==> config.mk <==
export PLATFORM = sky130hd
export DESIGN_NAME = regfile_scoreboard
export DESIGN_NICKNAME = d
export VERILOG_FILES = /design/src/rtl/regfile_scoreboard.sv
export SDC_FILE = /design/constraint.sdc
export NUM_CORES = 1
export LEC_CHECK = 0
export CAP_MARGIN = 20
export CORE_MARGIN = 4
export CORE_UTILIZATION = 40
export DETAILED_ROUTE_END_ITERATION = 10
export SKIP_CTS_REPAIR_TIMING = 1
export SLEW_MARGIN = 20
export SYNTH_ARGS = -nofsm -noshare
export SYNTH_HDL_FRONTEND = slang
export SYNTH_SLANG_ARGS = --single-unit
==> constraint.sdc <==
create_clock -name clk -period 4.3 [get_ports clk]
set_input_delay 1.075 -clock clk [delete_from_list [all_inputs] [get_ports clk]]
set_output_delay 1.075 -clock clk [all_outputs]
set_load 0.01 [all_outputs]
==> src/rtl/regfile_scoreboard.sv <==
// NUM_REGS x DATA_W register file (R0 reads zero) with write-to-read bypass,
// per-register busy bits for in-flight producers, and a sequenced bulk clear.
module regfile_scoreboard #(
  parameter int DATA_W   = 4,
  parameter int NUM_REGS = 8,
  parameter int ADDR_W   = $clog2(NUM_REGS)
) (
  input  logic              clk,
  input  logic              reset_n,
  input  logic              regfile_write_enable,
  input  logic [ADDR_W-1:0] write_addr,
  input  logic [DATA_W-1:0] write_data,
  input  logic              reserve_en,
  input  logic [ADDR_W-1:0] reserve_addr,
  input  logic [ADDR_W-1:0] read_addr1,
  input  logic [ADDR_W-1:0] read_addr2,
  output logic [DATA_W-1:0] read_data1,
  output logic [DATA_W-1:0] read_data2,
  output logic              read_busy1,
  output logic              read_busy2,
  input  logic              clear_req,
  output logic              clear_busy,
  output logic              clear_done
);

  typedef enum logic {IDLE, SWEEP} state_t;

  localparam logic [ADDR_W-1:0] LAST = ADDR_W'(NUM_REGS - 1);

  state_t              state;
  logic [DATA_W-1:0]   regs [NUM_REGS];
  logic [NUM_REGS-1:0] busy;
  logic [ADDR_W-1:0]   ptr;
  logic                idle;
  logic                byp1;
  logic                byp2;

  assign idle       = (state == IDLE);
  assign clear_busy = (state == SWEEP);

  always_ff @(posedge clk or negedge reset_n) begin
    if (!reset_n) begin
      state      <= IDLE;
      ptr        <= '0;
      busy       <= '0;
      clear_done <= 1'b0;
      for (int i = 0; i < NUM_REGS; i++) regs[i] <= '0;
    end else begin
      clear_done <= 1'b0;
      case (state)
        IDLE: begin
          // Clear wins over any same-cycle write or reserve.
          if (clear_req) begin
            state <= SWEEP;
            ptr   <= ADDR_W'(1);
            busy  <= '0;
          end else begin
            if (regfile_write_enable && write_addr != '0) begin
              regs[write_addr] <= write_data;
              busy[write_addr] <= 1'b0;
            end
            // Placed after the write so a colliding new producer keeps busy set.
            if (reserve_en && reserve_addr != '0) busy[reserve_addr] <= 1'b1;
          end
        end
        SWEEP: begin
          regs[ptr] <= '0;
          ptr       <= ptr + ADDR_W'(1);
          if (ptr == LAST) begin
            state      <= IDLE;
            clear_done <= 1'b1;
          end
        end
        default: state <= IDLE;
      endcase
    end
  end

  assign byp1 = idle && regfile_write_enable && (write_addr == read_addr1);
  assign byp2 = idle && regfile_write_enable && (write_addr == read_addr2);

  always_comb begin
    read_data1 = regs[read_addr1];
    read_busy1 = busy[read_addr1];
    if (read_addr1 == '0) begin
      read_data1 = '0;
      read_busy1 = 1'b0;
    end else if (byp1) begin
      read_data1 = write_data;
      read_busy1 = 1'b0;
    end
  end

  always_comb begin
    read_data2 = regs[read_addr2];
    read_busy2 = busy[read_addr2];
    if (read_addr2 == '0) begin
      read_data2 = '0;
      read_busy2 = 1'b0;
    end else if (byp2) begin
      read_data2 = write_data;
      read_busy2 = 1'b0;
    end
  end

endmodule

; ---- After elaboration in Yosys (flattened, before gate mapping)
; Cells that the tools add are included.
[totals]
input_bits = 21
output_inout_bits = 12
mem_bits_rw = 0
reg_bits = 45
n_memories = 0
latch_bits = 0
rom_bits = 0
[op_classes]
bitwise_logic = 10
multipliers = 0
n_div = 0
n_eq_ne = 6
reduce_logical = 14
mux = 42
shift = 0
n_lt_le_gt_ge = 12
addsub = 1
[op_table]
columns = op, n
row1 = $mux W32, 2
row2 = $pmux W32 S2, 1
row3 = $mux W4, 10
row4 = $mux W8, 5
row5 = $and A32 B32 Y32, 1
row6 = $bwmux W32, 1
row7 = $not A32 Y32, 1
row8 = $bmux W4 S3, 2
row9 = $demux W4 S3, 2
row10 = $ge A4 B4 Y1 const B, 4
row11 = $lt A3 B4 Y1 const B, 4
row12 = $not A3 Y4, 4
row13 = $mux W1, 12
row14 = $logic_and A1 B1 Y1, 9
row15 = $and A8 B8 Y8, 1
row16 = $lt A4 B1 Y1 const B, 2
row17 = $not A8 Y8, 1
row18 = $or A8 B8 Y8, 1
row19 = $bmux W1 S3, 2
row20 = $demux W1 S3, 2
row21 = $eq A3 B3 Y1, 2
row22 = $ge A3 B1 Y1 const B, 2
row23 = $logic_not A3 Y1, 2
row24 = $pmux W3 S2, 1
row25 = other kinds (9), 11

; ---- Longest topological paths before layout
[logic_depth]
word_depth = 12
depth_mapped = 6
ltp_nobuf = 4

; ---- Worst setup path after synthesis
; No wires, ideal clock.
[synth_timing]
path_type = input -> output
start = in write_addr[0]
end = out read_data1[0]
n_path_buf = 1
stages = 4
required_time_ps = 3225
arrival_time_ps = 2007
slack_ps = 1218
cell_sequence = buf_4 -> xnor2_1 -> nand4_2 -> a211oi_1
[synth_between]
elab_chain_len = 4
[synth_rtl]
columns = item, line_no
row1 = "start, declared", 11  ; input logic [ADDR_W-1:0] write_addr,
row2 = $eq A3 B3 Y1, 79  ; assign byp1 = idle && regfile_write_enable && (write_addr == read_addr1);
row3 = $logic_and A1 B1 Y1, 79
row4 = $mux W4, 88  ; end else if (byp1) begin
row5 = $mux W4, 85  ; if (read_addr1 == '0) begin
row6 = "end, declared", 17  ; output logic [DATA_W-1:0] read_data1,
; Every way passes these cells.

; ---- Worst setup path after layout
[layout_timing]
start = in read_addr2[2]
end = out read_data2[3]
[layout_between]
elab_chain_len = 6
elab_cells_between_ends = 9
cone_classes = eq/ne: 1 / mux: 5 / bitwise: 1 / reduce/logical: 2
[layout_rtl]
columns = item, line_no
row1 = "start, declared", 16  ; input logic [ADDR_W-1:0] read_addr2,
row2 = $not A3 Y4 (not written as such), 95  ; read_data2 = regs[read_addr2];
row3 = $bmux W4 S3, 95
row4 = $mux W4 (not written as such) (2 in series), 95
row5 = $mux W4, 100  ; end else if (byp2) begin
row6 = $mux W4 *, 97  ; if (read_addr2 == '0) begin
row7 = "end, declared", 18  ; output logic [DATA_W-1:0] read_data2,
; Mark *: on every way between the ends. The rest lies on a longest branch, timed or not. The select of a mux whose other input is x is not followed.

==> results.md <==
- The clock-pin slew reported for the worst setup and hold paths after clock tree synthesis is about 90 ps.
- Setup violations remaining at the end of the flow were counted as 0.
- The number of distinct library cells after synthesis is 33.
- CTS placed an instance of clkbuf_8 at the clock tree root.
- The number of global-route vias before repair is 2,120.
- In this run, the number of DRC markers left after iteration 0 of detailed routing was 85.
- In this run the most critical hold path is launched from regs[31].
- The max-slew violation count is 0.
- The total detailed-routing wirelength is slightly below 7000 µm.
- Entering global routing, the biggest net connects between 40 and 50 pins.
- Pin placement for this block handled 33 I/O pins.
- The post-route cell area is ~3300 µm².
- Headroom to the max-slew limit came out at 0.585.
- The core footprint is slightly below 7000 µm².
- TritonCTS built the clock tree.
- The detailed-routing iteration count for the pre-antenna-repair pass is 4.
- The kind of end point of the critical path is an output port.
- The post-detailed-route count of antenna-violating nets is 0.
- The total negative slack for setup checks is 0 ps.
- The run finished with clean final reports.
- The placed wire-length estimate after detailed placement is 5320 µm.
- Based on the critical path, the design can be clocked at up to approximately 240 MHz.
- The total DRC errors in the routed layout is 0.
- The final setup skew is roughly 7.5 ps.
- The depth of the worst register-to-register path is 4.
- The transition time at the pin with the least slew margin is approximately 600 ps.
- In the final layout, the share of cells above drive strength 1 is 0.130.
- The maximum net fanout on the critical path is 6.
- Yosys printed 0 warnings.
- The total power divided by cell area is ~420 nW/µm².
- The path type of the worst min-delay path is reg -> reg.
- The multi-input combinational cells in the finished layout cover a total of 1550 µm².
- Dividing the detail-routed via count by the number of cells gives around 5.7.
- The first global-routing pass estimated between 10,000 and 15,000 µm of wire.
- The count of port buffers added during placement is 32.
- The post-detailed-route wirelength per cell is between 15 and 20 µm.
- Synthesis produced a netlist with a net count of about 290.
- In the finished design, the share of the clock period the worst path needs comes to 0.970.
- The final setup slack of the worst path is 127 ps.
- The number of buffers created by CTS is 5.
- Data on the critical path arrives at its endpoint at between 3000 and 4000 ps.
- Relative to the synthesized area, the layout overhead comes to 20.3%.
- The maximum resistive drop on vdd is ~0.16 mV.
- The clock latency at the later pin of the worst-skew pair is ~310 ps.
- The largest buffer count on any clock path is 2.
- In this run the cell area of the synthesized design comes to around 2800 µm².
- The final number of hold-violating endpoints is 0.
- The total vias in the final route is between 2,000 and 2,500.
- The number of cells after detailed placement is around 370.
- The cell area reported after detailed placement is roughly 3200 µm².
- Across the run, the number of max-cap violations was 0.
- The layout has around 610 filler cells.
- The floorplan has 30 rows.
- The floorplan die area is slightly above 8000 µm².
- For the finished layout, the period the worst path requires is 4170 ps.
- The number of storage elements in the synthesis netlist is between 40 and 50.
- The initial core utilization is 0.409.
- The source of the worst register-to-register timing path is clear_busy.
- For this run, the register share of the synthesized area comes to 0.407.
- Setup slack on the worst reg-to-reg path comes out at 2660 ps.
- The total routing resource utilization after global routing is 0.174.
- The category of the worst setup path launch point is an input pin.
- The sequential standard cell area is approximately 1100 µm².
- The die width is ~91 µm.
- Setup repair after global routing left no endpoint under its margin.
- The capture point of the worst reg-to-reg path is regs[6].
- Synthesis handed over a netlist of about 260 instances.
- The leakage component of the power is 0.00145 µW.
- The hold-critical path endpoint is regs[31].
- The number of instances on the worst hold path is 1.
- The overall power of the completed layout is around 1400 µW.
- The number of antenna violations at the first check in global routing is 0.
- From bottom edge to top edge, the die measures 91.2 µm.
- The repair_antennas step left the layout with diodes totalling 0.
- The critical path is of the in -> out type.
- For the worst setup path, the data required time is between 3000 and 4000 ps.
- The final weighted congestion in routability-driven placement is roughly 0.8.
- For this run, the post-layout net count is about 320.
- The placement-stage worst setup slack is slightly above 60 ps.
- The clock net in this run drives a total of between 40 and 50 sinks.
- The finished layout holds between 300 and 400 standard cells, fillers aside.
- The H-tree was split into 2 levels.
- The average instance in the mapped netlist occupies 10.6 µm².
- The leftover overflow at the end of global routing is 0.
flip-flops by register name, indices dropped and copies added (netlist names):
name and count:
ptr 3, busy 8, regs 32, clear_done 1
clear_busy 1
cells in the mapped netlist, drive strengths merged:
cell	n	area, µm²
dfrtp	45	1130
o21ai	35	175
nand2	32	120
nand3	28	140
mux4	20	488
nor2	13	48.8
nor2b	13	81.3
mux2i	10	100
buf	9	60.1
a211oi	8	65.1
inv	8	30.0
xnor2	6	52.6
clkbuf	5	40.0
nor3	5	25.0
a22oi	4	30.0
and3	4	25.0
nand4	4	37.5
a32oi	3	26.3
a22o	2	17.5
and2	2	12.5
ha	2	25.0
a21boi	1	7.51
a21oi	1	5.00
and4bb	1	12.5
nor4b	1	15.0
routing by layer:
metal | track usage | vias up | part of all wire
li1 | - | 1053 | -
met4 | 0.0452 | 0 | 0.0094
met1 | 0.246 | 1066 | 0.47
met2 | 0.272 | 48 | 0.47
met5 | 0 | - | 0
met3 | 0.0356 | 5 | 0.048
per-stage QoR:
step / hold slack [ps] / util
after floorplan: 471 / -
after global placement: 496 / 0.472
after detailed placement: 496 / 0.472
after CTS: 525 / 0.486
after global routing: 558 / 0.492
final: 525 / 0.492
cells in the final DEF, fill, tap and decap left out, types with 5 or more instances in the layout:
cell	count
mux4_2	10
o21ai_0	31
dfrtp_1	45
buf_4	10
a211oi_1	7
mux4_1	10
mux2i_1	10
nand2_1	32
inv_1	8
nand3_1	28
clkdlybuf4s50_1	31
nor2_1	13
clkbuf_8	5
nor2b_1	12
where the power goes:
part	internal (µW)	switching (µW)	leakage (µW)
clock	119	159	0.0000487
combinational	254	250	0.000812
sequential	525	100	0.000585
total	898	509	0.00145
worst max-delay path by stage:
stage                        from             to  slack (ps)
global placement    read_addr2[2]  read_data2[3]          40
CTS                 read_addr2[2]  read_data2[3]          60
finish              read_addr2[2]  read_data2[3]         130
detailed placement  read_addr2[2]  read_data2[3]          60
global route        read_addr2[2]  read_data2[3]          10
floorplan           write_addr[0]  read_data1[0]        1220
critical path, stage by stage:
cell and delay [ps]:
clkdlybuf4s50_1 670, mux4_1 600, mux2i_1 130, a211oi_1 100
clkdlybuf4s50_1 520
cell type report:
type                    count  area share
clock buffers               5      0.0207
clock inverters             3     0.00790
inverters                   8     0.00903
multi-input cells         195       0.466
flip-flops and latches     45       0.338
well taps                  80      0.0301
repair buffers             43       0.128
cells by family after synthesis:
logic type	after synthesis	share of synthesized area
XOR/XNOR	6	0.0190
AND/OR/NAND/NOR	103	0.187
buffers and inverters	22	0.0470
flip-flops	45	0.407
AO/OA/AOI/OAI	54	0.118
adder cells (fa/ha/maj)	2	0.00904
multiplexers	30	0.213
Note: power is estimated with default switching activity, not from simulation.
